===== src/rtl/bwp_pkg.sv =====
// Shared types and helpers for the binary window pooling stage.
// The macro BWP_MAJORITY_EN adds a fourth, majority-vote plane.
package bwp_pkg;

    typedef enum logic [1:0] {
        IDLE = 2'd0,
        SCAN = 2'd1,
        DONE = 2'd2
    } bwp_state_e;

    // Plane order inside pool_out
    localparam int PL_OR  = 0;
    localparam int PL_PAR = 1;
    localparam int PL_AND = 2;
    localparam int PL_MAJ = 3;

`ifdef BWP_MAJORITY_EN
    localparam int BWP_PLANES = 4;
`else
    localparam int BWP_PLANES = 3;
`endif

    // Window positions per axis. Bad inputs return 1 so elaboration reaches
    // the parameter check instead of dividing by zero.
    function automatic int out_dim(input int row_limit, input int win, input int stride);
        if (stride < 1 || win < 1 || win > row_limit)
            return 1;
        return (row_limit - win) / stride + 1;
    endfunction

    // Bits needed to index 0..v-1, never less than one.
    function automatic int clog2Min1(input int v);
        return (v <= 2) ? 1 : $clog2(v);
    endfunction

endpackage


===== src/rtl/bwp_window_reduce.sv =====
// Combinational reduction of one WIN x WIN binary window into OR, parity and
// AND bits; with BWP_MAJORITY_EN also a majority bit from a popcount.
module bwp_window_reduce #(
    parameter int WIN = 3
) (
    input  logic [WIN*WIN-1:0] winBits,
    output logic               orBit,
    output logic               parBit,
    output logic               andBit
`ifdef BWP_MAJORITY_EN
    ,
    output logic               majBit
`endif
);

    localparam int N = WIN * WIN;

    // Parity flips to XNOR for even windows so an all-zero even window reads 1
    always_comb begin
        orBit  = |winBits;
        andBit = &winBits;
        parBit = (WIN % 2 == 1) ? ^winBits : ~^winBits;
    end

`ifdef BWP_MAJORITY_EN
    localparam int CNT_W = $clog2(N + 1);
    logic [CNT_W-1:0] ones;

    // Strict majority: more than half of the window pixels set
    always_comb begin
        ones = '0;
        for (int i = 0; i < N; i++)
            ones = ones + CNT_W'(winBits[i]);
        majBit = (ones > CNT_W'(N / 2));
    end
`endif

endmodule


===== src/rtl/binary_window_pool.sv =====
// Sequential binary window pooling: latch an image on start, visit one window
// per clock, write OR/parity/AND (plus majority with BWP_MAJORITY_EN) into a
// packed multi-plane map, then pulse done.
module binary_window_pool
    import bwp_pkg::*;
#(
    parameter  int ROW_LIMIT = 10,
    parameter  int WIN       = 3,
    parameter  int STRIDE    = 1,
    localparam int OUT_DIM   = out_dim(ROW_LIMIT, WIN, STRIDE),
    localparam int NWIN      = OUT_DIM * OUT_DIM,
    localparam int PLANES    = BWP_PLANES
) (
    input  logic                           clk,
    input  logic                           rst_n,
    input  logic                           start,
    input  logic [ROW_LIMIT*ROW_LIMIT-1:0] in_data,
    output logic                           busy,
    output logic                           done,
    output logic [PLANES*NWIN-1:0]         pool_out
);

    localparam int PIX = ROW_LIMIT * ROW_LIMIT;
    localparam int CW  = clog2Min1(OUT_DIM);
    localparam int IW  = clog2Min1(PIX);
    localparam int NIW = clog2Min1(NWIN);
    localparam int PIW = clog2Min1(PLANES * NWIN);

    generate
        if (WIN < 1 || WIN > ROW_LIMIT || STRIDE < 1 ||
            ((ROW_LIMIT - WIN) % ((STRIDE < 1) ? 1 : STRIDE)) != 0) begin : gBadParams
            $error("binary_window_pool: illegal ROW_LIMIT/WIN/STRIDE combination");
        end
    endgenerate

    bwp_state_e          state, stateNxt;
    logic [PIX-1:0]      image;
    logic [CW-1:0]       oy, ox;
    logic                lastCol, lastWin;
    logic [IW-1:0]       rowBase, colBase, pixIdx;
    logic [WIN*WIN-1:0]  winBits;
    logic [NIW-1:0]      winIdx;
    logic [PLANES-1:0]   red;
    logic [PLANES-1:0][PIW-1:0] wrIdx;
    logic                orBit, parBit, andBit;
`ifdef BWP_MAJORITY_EN
    logic                majBit;
`endif

    assign lastCol = (ox == CW'(OUT_DIM - 1));
    assign lastWin = lastCol && (oy == CW'(OUT_DIM - 1));
    assign rowBase = IW'(oy) * IW'(STRIDE);
    assign colBase = IW'(ox) * IW'(STRIDE);
    assign winIdx  = NIW'(oy) * NIW'(OUT_DIM) + NIW'(ox);

    // Gather the current window out of the latched image, row-major
    always_comb begin
        winBits = '0;
        pixIdx  = '0;
        for (int i = 0; i < WIN; i++) begin
            for (int j = 0; j < WIN; j++) begin
                pixIdx = (rowBase + IW'(i)) * IW'(ROW_LIMIT) + colBase + IW'(j);
                winBits[i*WIN+j] = image[pixIdx];
            end
        end
    end

    bwp_window_reduce #(.WIN(WIN)) uReduce (
        .winBits (winBits),
        .orBit   (orBit),
        .parBit  (parBit),
        .andBit  (andBit)
`ifdef BWP_MAJORITY_EN
        ,
        .majBit  (majBit)
`endif
    );

    // Pack reduction bits by plane and compute each plane's write position
    always_comb begin
        red         = '0;
        red[PL_OR]  = orBit;
        red[PL_PAR] = parBit;
        red[PL_AND] = andBit;
`ifdef BWP_MAJORITY_EN
        red[PL_MAJ] = majBit;
`endif
        wrIdx = '0;
        for (int p = 0; p < PLANES; p++)
            wrIdx[p] = PIW'(p * NWIN) + PIW'(winIdx);
    end

    // State register
    always_ff @(posedge clk or negedge rst_n) begin
        if (!rst_n) state <= IDLE;
        else        state <= stateNxt;
    end

    // Next state and status outputs
    always_comb begin
        stateNxt = state;
        busy     = (state != IDLE);
        done     = (state == DONE);
        case (state)
            IDLE:    if (start) stateNxt = SCAN;
            SCAN:    if (lastWin) stateNxt = DONE;
            DONE:    stateNxt = IDLE;
            default: stateNxt = IDLE;
        endcase
    end

    // Image capture, window counters and result map
    always_ff @(posedge clk or negedge rst_n) begin
        if (!rst_n) begin
            image    <= '0;
            pool_out <= '0;
            oy       <= '0;
            ox       <= '0;
        end else begin
            case (state)
                IDLE: if (start) begin
                    image    <= in_data;
                    pool_out <= '0;
                    oy       <= '0;
                    ox       <= '0;
                end
                SCAN: begin
                    for (int p = 0; p < PLANES; p++)
                        pool_out[wrIdx[p]] <= red[p];
                    if (lastCol) begin
                        ox <= '0;
                        oy <= lastWin ? '0 : oy + 1'b1;
                    end else begin
                        ox <= ox + 1'b1;
                    end
                end
                default: ;
            endcase
        end
    end

endmodule


===== config.mk =====
export PLATFORM = sky130hd
export DESIGN_NAME = binary_window_pool
export DESIGN_NICKNAME = d
export VERILOG_FILES = /design/src/rtl/bwp_pkg.sv /design/src/rtl/bwp_window_reduce.sv /design/src/rtl/binary_window_pool.sv
export SDC_FILE = /design/constraint.sdc
export NUM_CORES = 1
export LEC_CHECK = 0
export CAP_MARGIN = 20
export CORE_MARGIN = 2
export CORE_UTILIZATION = 45
export CTS_CLUSTER_DIAMETER = 80
export DETAILED_ROUTE_END_ITERATION = 10
export GPL_TIMING_DRIVEN = 0
export PLACE_DENSITY = 0.75
export SLEW_MARGIN = 20
export SYNTH_ARGS = -nofsm -noshare
export SYNTH_HDL_FRONTEND = slang
export SYNTH_SLANG_ARGS = --single-unit

===== constraint.sdc =====
create_clock -name clk -period 7.2 [get_ports clk]
set_input_delay 0.72 -clock clk [delete_from_list [all_inputs] [get_ports clk]]
set_output_delay 0.72 -clock clk [all_outputs]
set_load 0.02 [all_outputs]

======== Word level (Yosys, flattened, before mapping) ========
Cells that the tools add are included.
storage, ports and cells
  register bits ........................... 300
  bits of input ports ..................... 103
operators by class
  add/sub/neg operators ................... 16
  $mul .................................... 3
  $lt $le $gt $ge ......................... 15
  eq/ne operators ......................... 7
  multiplexer cells ....................... 38
  reductions and logical operators ........ 14
operators by type and width
  operator             number
  $bwmux 192           3
  $pmux 192 s2         1
  $mux 192             1
  $lt 7x8->1 const B   9
  $bmux 1 s7           9
  $add 7x1->7 const B  3
  $add 7x2->7 const B  3
  $add 7x3->7          3
  $lt 8x9->1 const B   2
  $demux 1 s8          2
  $ge 8x1->1 const B   2
  $mul 4x3->6 const B  2
  $mux 1               12
  $mux 3               4
  $pmux 3 s2           2
  $lt 6x9->1 const B   1
  $reduce_and 9->1     1
  $reduce_or 9->1      1
  $reduce_xor 9->1     1
  $add 7x6->8 const A  1
  $add 8x6->8 const A  1
  $add 3x1->3 const B  2
  $add 6x3->6          1
  $demux 1 s6          1
  15 further kinds     25

======== Depth between registers and ports, before layout ========
Gate-level depths: netlist of run 1.
  depth after elaboration ................. 11
  mapped depth ............................ 22
  depth with buffers taken out ............ 19

======== Cells and area by module ========
From an unflattened synthesis of run 1, not the netlist that was laid out.
unflattened totals
  cells, all modules ...................... 1876
  area, all modules ....................... 17772.0 µm²
modules (own cells, without submodules)
  module              times used  cells each  area each (µm²)
  binary_window_pool  1           1852        17576.9
  bwp_window_reduce   1           24          195.2

======== Least setup slack after synthesis of run 1 ========
OpenSTA, ideal clock, no wires.
  kind .................................... register -> register
  start ................................... reg oy[0]
  end ..................................... reg pool_out[120]
  setup time .............................. 0.124 ns
  arrival ................................. 5.701 ns
  data required time ...................... 7.076 ns
  path slack .............................. 1.375 ns
  stages on the path, launching flop included .. 22
  cells stage by stage .................... dfrtp_1 > inv_1 > ha_1 > buf_2 > buf_2 > buf_2 > inv_1 > ha_1 > buf_2 > buf_1 > buf_2 > mux4_2 > mux4_2 > mux2i_1 > o21ai_0 > mux2i_1 > ha_1 > xnor2_1 > xnor2_1 > xnor2_2 > buf_2 > o21ai_1
on the way
  word-level cells in the longest chain between the ends .. 11
  elaborated cells on any way between the ends .. 52
  those cells by class .................... add/sub (14); mul (3); order compare (4); mux (26); reduce/logical (5)
ends and longest elaborated chain
  item                                               line                       source
  start: declaration                                 binary_window_pool.sv:38   logic [CW-1:0] oy, ox;
  start signal: assignment                           binary_window_pool.sv:132  oy <= lastWin ? '0 : oy + 1'b1;
  $add 3x1->4 / $add 3x2->4 (equally long branches)  binary_window_pool.sv:62   pixIdx = (rowBase + IW'(i)) * IW'(ROW_LIMIT) + colBase + IW'(j);
  $mul 4x3->6                                        binary_window_pool.sv:62
  $add 7x3->7                                        binary_window_pool.sv:62
  $add 7x1->7 / $add 7x2->7 (equally long branches)  binary_window_pool.sv:62
  $bmux 1 s7                                         binary_window_pool.sv:63   winBits[i*WIN+j] = image[pixIdx];
  $mux 1 (not written as such)                       binary_window_pool.sv:63
  $reduce_or 9->1                                    bwp_window_reduce.sv:20    orBit = |winBits;
  $bwmux 192 (2 in series)                           binary_window_pool.sv:129  pool_out[wrIdx[p]] <= red[p];
  $bwmux 192 (*)                                     binary_window_pool.sv:129
  $pmux 192 s2 (*)                                   binary_window_pool.sv:120  case (state)
  end signal: indexed assignment                     binary_window_pool.sv:129
  end: declaration                                   binary_window_pool.sv:20   output logic [PLANES*NWIN-1:0] pool_out
Mark *: on every way between the ends. The rest lies on a longest branch, timed or not. The select of a mux whose other input is x is not followed.
A chain may end at the register's enable or synchronous reset.

======== Worst setup path after layout of run 1 ========
  start ................................... reg oy[0]
  end ..................................... reg pool_out[116]
The elaborated chain is that of the path after synthesis.

==> metrics.cfg, run 1 <==
[logic_synthesis]
synth_area_leaders = dfrtp_1, mux4_2, nand2_1
synth_seq_cells = 300
yosys.area_share.adder_pct = 3.09
synth_simple_gate_area_share_pct = 17.5
synth_nets = 1786
yosys_warnings = 0
synth_top_cell_area_share_pct = 43.8
synth_top_family_by_area = multiplexers
synth-edff-count = 0
synth_compound_area_share_pct = 8.10
synth.avg_cell_area_sq_um = 10.4
async_reset_ff_share_pct = 100
muxShareOfSynthArea_pct = 21.8
synth_top_cell_by_area = dfrtp_1
synth_ff_type = dfrtp_1
synth_cell_types = 53
synth_xor_area_share_pct = 2.42
syn_area_sq_um = 17200
yosysSeqAreaShare_pct = 43.8
syn_inst = 1643

[floorplanning]
io_pins = 297
die_x_microns = 199
start_util_pct = 45.6
core_sq_um = 37600
rows = 71
die_area_sq_um = 39700
die_y_microns = 199

[detailed_routing]
avgRoutedWirePerCell_microns = 22.4
first_pass_iters = 5
drt_wl_total_microns = 56500
drt_iter0_markers = 1235
drc = 0
ant_nets = 0
route.vias.total = 14800
viasPerCell = 5.88

[cells_and_area]
antennaDiodeCount = 0
n_fill_cell = 3170
drive_above_1_share_pct = 13.9
nNetsFinal = 2123
syn_to_final_growth_pct = 28.6

[clocking]
htree_levels = 1
numCtsBuffers = 31
clock_latency_ns = 0.58
cts_root_buffer = clkbuf_16
clockBufferDepth = 3
clock-sinks = 300
cts_setup_buffers = 0
clk_pin_slew_ns = 0.06
cts_tree = built

[sta]
fin_crit_sh_pct = 93.4
rsz0062_at_grt = false
hold_viol = 0
tns_ns = 0
tightest_slew_ns = 1.14
period_needed_ns = 6.72
finClkSkew_ns = 0.0186
setup_viol = 0
slew_headroom_pct = 23.5
fmaxAchievable_mhz = 149
report.final.slew_viol_count = 0

[global_route]
antenna_found_initial = 0
grt_max_degree = 105
grt_pass1_vias = 14500
grt_use_total_pct = 28.4
gr-total-overflow = 0
grt_pass1_wl_microns = 85400

[placement]
numPortBuffers = 296
routabilityCongestion = 0.993
hpwl_microns = 42800

[run_status]
outcome = complete, no violations

[worst_hold_path]
hold_path_class = reg -> reg

[job]
drv_cap = 0

[worst_setup_path]
r2r_slack_ns = 0.48
critPathLaunchType = flop
critPathArrivalTime_ns = 7.16
crit_path_max_fanout = 16
endpoint_kind = flop
critical_path_required_ns = 7.64
crit_type = reg -> reg

==> sequential cells by signal, indices dropped and copies added, names as in the netlist <==
| register | flops |
|---|---|
| image | 100 |
| ox | 3 |
| oy | 3 |
| pool_out | 192 |
| state | 2 |
==> critical path: stages, from the launching register on <==
cell and delay [ns]:
dfrtp_2 0.48, inv_1 0.14, ha_1 0.51, buf_2 0.36, clkbuf_4 0.35, buf_2 0.37
inv_1 0.19, ha_1 0.31, clkbuf_4 0.37, buf_4 0.34, mux4_2 0.60, mux4_2 0.47
mux2i_1 0.17, o21ai_0 0.11, mux2i_1 0.25, ha_1 0.29, xnor2_1 0.25, xnor2_2 0.16
xnor2_4 0.37, buf_2 0.33, o21ai_1 0.12
==> Yosys cell counts, types with 2 or more instances <==
cell type	number
nand4b_1	2
buf_6	2
nor2b_1	14
o21ai_0	8
mux2i_1	26
fa_1	4
inv_2	3
mux2_2	13
nand4_1	8
a211oi_1	17
o31ai_1	5
xor2_1	12
dfrtp_1	300
buf_1	21
o211ai_1	2
nor3b_1	5
and2_1	8
inv_1	15
buf_2	32
mux4_2	148
and3_1	11
nor3_1	8
a21oi_1	18
nand3b_1	2
nand2_1	397
xnor2_1	29
nor4b_1	2
clkbuf_1	58
ha_1	36
clkinv_1	2
nand3_1	201
nor2_1	17
o21ai_1	197
==> through the flow <==
step           hold WS [ns]  setup WS (ns)  area [sq um]  cells  utilization [%]
2_1_floorplan         0.424           1.38         17200   1643                -
3_3_place_gp          0.487          -6.82         20800   2450             55.2
3_5_place_dp          0.496         -0.734         20900   2458             55.7
4_1_cts               0.509         0.0834         22000   2516             58.6
5_1_grt               0.527          0.101         22100   2516             58.7
6_report              0.503          0.476         22100   2516             58.7
==> kinds of logic after synthesis <==
family          after synthesis
buf+inv                     134
compound gates              256
xor+xnor                     44
fa+ha+maj                    40
simple gates                682
mux                         187
flops                       300
==> final cells by class <==
type,instances,area (sq um),area share (%)
inverters,20,75.1,0.340
clock inverters,10,138,0.624
repair buffers,305,3110,14.1
plain buffers,113,490,2.22
well taps,511,639,2.90
flip-flops and latches,300,7510,34.0
multi-input cells,1209,9160,41.5
clock buffers,48,940,4.26
==> path summary, 6_finish.rpt <==
| path | endpoint | cells after the start | start |
|---|---|---|---|
| worst max-delay path | pool_out[116]$_DFFE_PN0P_ | 20 | oy[0]$_DFFE_PN0P_ |
| worst min-delay path | pool_out[163]$_DFFE_PN0P_ | 2 | pool_out[163]$_DFFE_PN0P_ |
| worst max register to register | pool_out[116]$_DFFE_PN0P_ | 20 | oy[0]$_DFFE_PN0P_ |
| worst min register to register | pool_out[163]$_DFFE_PN0P_ | 2 | pool_out[163]$_DFFE_PN0P_ |
| max in group asynchronous | oy[0]$_DFFE_PN0P_ | 4 | rst_n |
| min in group asynchronous | pool_out[107]$_DFFE_PN0P_ | 2 | rst_n |
==> layer usage <==
layer / vias up / global-route usage [%] / share of wire [%]
met5: - / 0 / 0
met4: 0 / 12.1 / 4.3
met3: 142 / 5.00 / 8.5
met2: 739 / 47.9 / 49
met1: 7251 / 36.2 / 39
li1: 6660 / - / -
==> placed cells by master, fill, tap and decap left out, drive strengths merged, types with 2 or more instances in the layout <==
cell type / n
mux2i: 26
clkdlybuf4s50: 295
o211ai: 2
a211oi: 17
and2: 8
nand4b: 2
fa: 4
xnor2: 30
clkinvlp: 2
nor3: 9
o31ai: 5
buf: 62
and3: 11
mux2: 13
inv: 19
a2111oi: 2
clkinv: 6
nor4b: 2
nor2b: 14
nand4: 8
nor2: 18
a21oi: 18
ha: 36
xor2: 13
nand2: 397
nand3: 201
bufinv: 3
dfrtp: 300
clkbuf: 108
nor3b: 5
nand3b: 2
mux4: 148
o21ai: 205
nor4: 2
==> repair_timing <==
item                       in CTS  in global routing
hold buffers                    1                  0
resized for setup               2                  4
hold endpoints to repair        5                  0
setup endpoints to repair     188                120
Power of run 1 is left out: the tool's default activity adds up to more than one toggle a clock period on the data nets, which glitch-free logic cannot reach.
==> inputs of run 2 (changes only) <==
CORE_MARGIN = default   (was 2)
GPL_TIMING_DRIVEN = 1   (was 0)
==> run 2 against run 1 <==
Compared with the run above:
- flip-flop and latch count unchanged
- count of clock-buffer cells in the layout down 7
- largest cell class unchanged
- sequential share of layout area up 0.52 points
- worst hold slack worse by 0.41 ns
- routed wire length down 12%
- clock skew down 0.0076 ns
- critical path depth down 3
- worst setup slack better by 0.46 ns
- critical path type unchanged
- design area down 1.5%
- via count down 5.3%
==> metrics.cfg, run 2 (synthesized netlist as in run 1, its figures left out) <==
[cells_and_area]
nNetsFinal = 2032
n_fill_cell = 3205
syn_to_final_growth_pct = 26.7
fin_util_pct = 57.8
top_register = pool_out
antennaDiodeCount = 0
multi_input_area_sq_um = 9130
drive_above_1_share_pct = 13.9
register_area_sq_um = 7510
final_cell_mix = nand2_1, dfrtp_1, clkdlybuf4s50_1
final_common_cell = nand2_1
largest_reg_flops = 192
reg.largest.list = pool_out x192, image x100
stdcell_count = 2423

[detailed_routing]
drc = 0
avgRoutedWirePerCell_microns = 20.5
drt_wl_total_microns = 49600
viasPerCell = 5.78
first_pass_iters = 5
ant_nets = 0
route.vias.total = 14000
drt_iter0_markers = 983

[worst_setup_path]
critPathArrivalTime_ns = 6.70
crit_type = reg -> reg
crit_path_max_fanout = 29
endpoint_kind = flop
critical_path_required_ns = 7.64
critPathLaunchType = flop

[clocking]
clock_latency_ns = 0.56
clock-sinks = 300
cts_resized = 0
htree_levels = 1
cts_hold_buffers = 0
clockBufferDepth = 3
cts_setup_buffers = 0
cts_tree = built
cts_root_buffer = clkbuf_16
clk_pin_slew_ns = 0.06
numCtsBuffers = 31

[global_route]
grt_pass1_wl_microns = 77100
antenna_found_initial = 0
grt_max_degree = 159
grt_use_total_pct = 25.3
grt_pass1_vias = 13500
gr-total-overflow = 0

[floorplanning]
start_util_pct = 45.6
core_sq_um = 37600
rows = 71
die_x_microns = 197
io_pins = 297
die_y_microns = 197
die_area_sq_um = 38900

[sta]
slew_headroom_pct = 29.0
fin_crit_sh_pct = 87.0
fmaxAchievable_mhz = 160
hold_viol = 0
rsz0062_at_grt = false
finClkSkew_ns = 0.0110
report.final.slew_viol_count = 0
worst_hold_slack_ns = 0.0886
setup_viol = 0
tns_ns = 0
period_needed_ns = 6.27
tightest_slew_ns = 1.06

[placement]
routabilityCongestion = 0.958
place_inst = 2367
numPortBuffers = 296
hpwl_microns = 35800

[worst_hold_path]
hold_path_class = in -> async

[run_status]
outcome = complete, no violations

[job]
drv_cap = 0

run 2: cell types whose count changed in the layout (fill, tap and decap cells not counted), moves of 4 or more:
cell	change
clkbuf_8	-4
buf_2	-29
buf_6	-4
buf_4	+21
buf_12	+5
clkbuf_1	-61
buf_1	-20
run 2: worst paths after layout:
kind,cells after the start,from,slack (ns),to
worst max-delay path,17,oy[0]$_DFFE_PN0P_,0.93,pool_out[92]$_DFFE_PN0P_
worst min-delay path,1,rst_n,0.09,image[69]$_DFFE_PN0P_
worst max register to register,17,oy[0]$_DFFE_PN0P_,0.93,pool_out[92]$_DFFE_PN0P_
worst min register to register,2,pool_out[6]$_DFFE_PN0P_,0.50,pool_out[6]$_DFFE_PN0P_
max in group asynchronous,2,rst_n,5.65,ox[0]$_DFFE_PN0P_
min in group clk,2,pool_out[6]$_DFFE_PN0P_,0.50,pool_out[6]$_DFFE_PN0P_
run 2: critical path: stages, from the launching register on:
cell,delay [ns]
dfrtp_1,0.54
inv_1,0.18
ha_2,0.81
inv_1,0.24
ha_1,0.35
buf_4,0.45
mux4_2,0.58
mux4_2,0.49
nor2b_1,0.16
a211oi_1,0.25
a21oi_1,0.09
mux2i_1,0.21
ha_1,0.27
xnor2_1,0.19
xnor2_1,0.17
xnor2_4,0.65
buf_4,0.34
o21ai_1,0.11
run 2: per-layer routing:
| metal | global-route usage [%] | vias up | part of all wire, % | wire length [microns] |
|---|---|---|---|---|
| met5 | 0 | - | 0 | 0 |
| met4 | 8.04 | 0 | 2.8 | 1410 |
| met3 | 3.23 | 99 | 7.3 | 3610 |
| met2 | 43.0 | 551 | 49 | 24500 |
| met1 | 33.8 | 6897 | 40 | 20100 |
| li1 | - | 6458 | - | - |
run 2: cell type report:
class / instances / area share, %
tap: 511 / 2.94
inverter: 20 / 0.345
multi-input combinational: 1209 / 42.0
sequential: 300 / 34.6
clock inverter: 15 / 1.09
clock buffer: 41 / 4.02
timing repair buffer: 327 / 15.0
run 2: stage by stage:
step                worst slack, ns  instance area, sq um
finish                        0.934                 21700
global placement               1.12                 20600
CTS                           0.936                 21700
detailed placement            0.948                 20600
floorplan                      1.38                 17200
global route                  0.550                 21700
Power of run 2 is left out for the same reason.
==> inputs of run 3 (changes only) <==
--- a/constraint.sdc
+++ b/constraint.sdc
@@ -3,2 +3,2 @@
 set_output_delay 0.72 -clock clk [all_outputs]
-set_load 0.02 [all_outputs]
+set_load 0.1 [all_outputs]
==> results of run 3 <==
The final DEF is identical to that of run 2. Status: complete, no violations.
Power of run 3 is left out for the same reason.
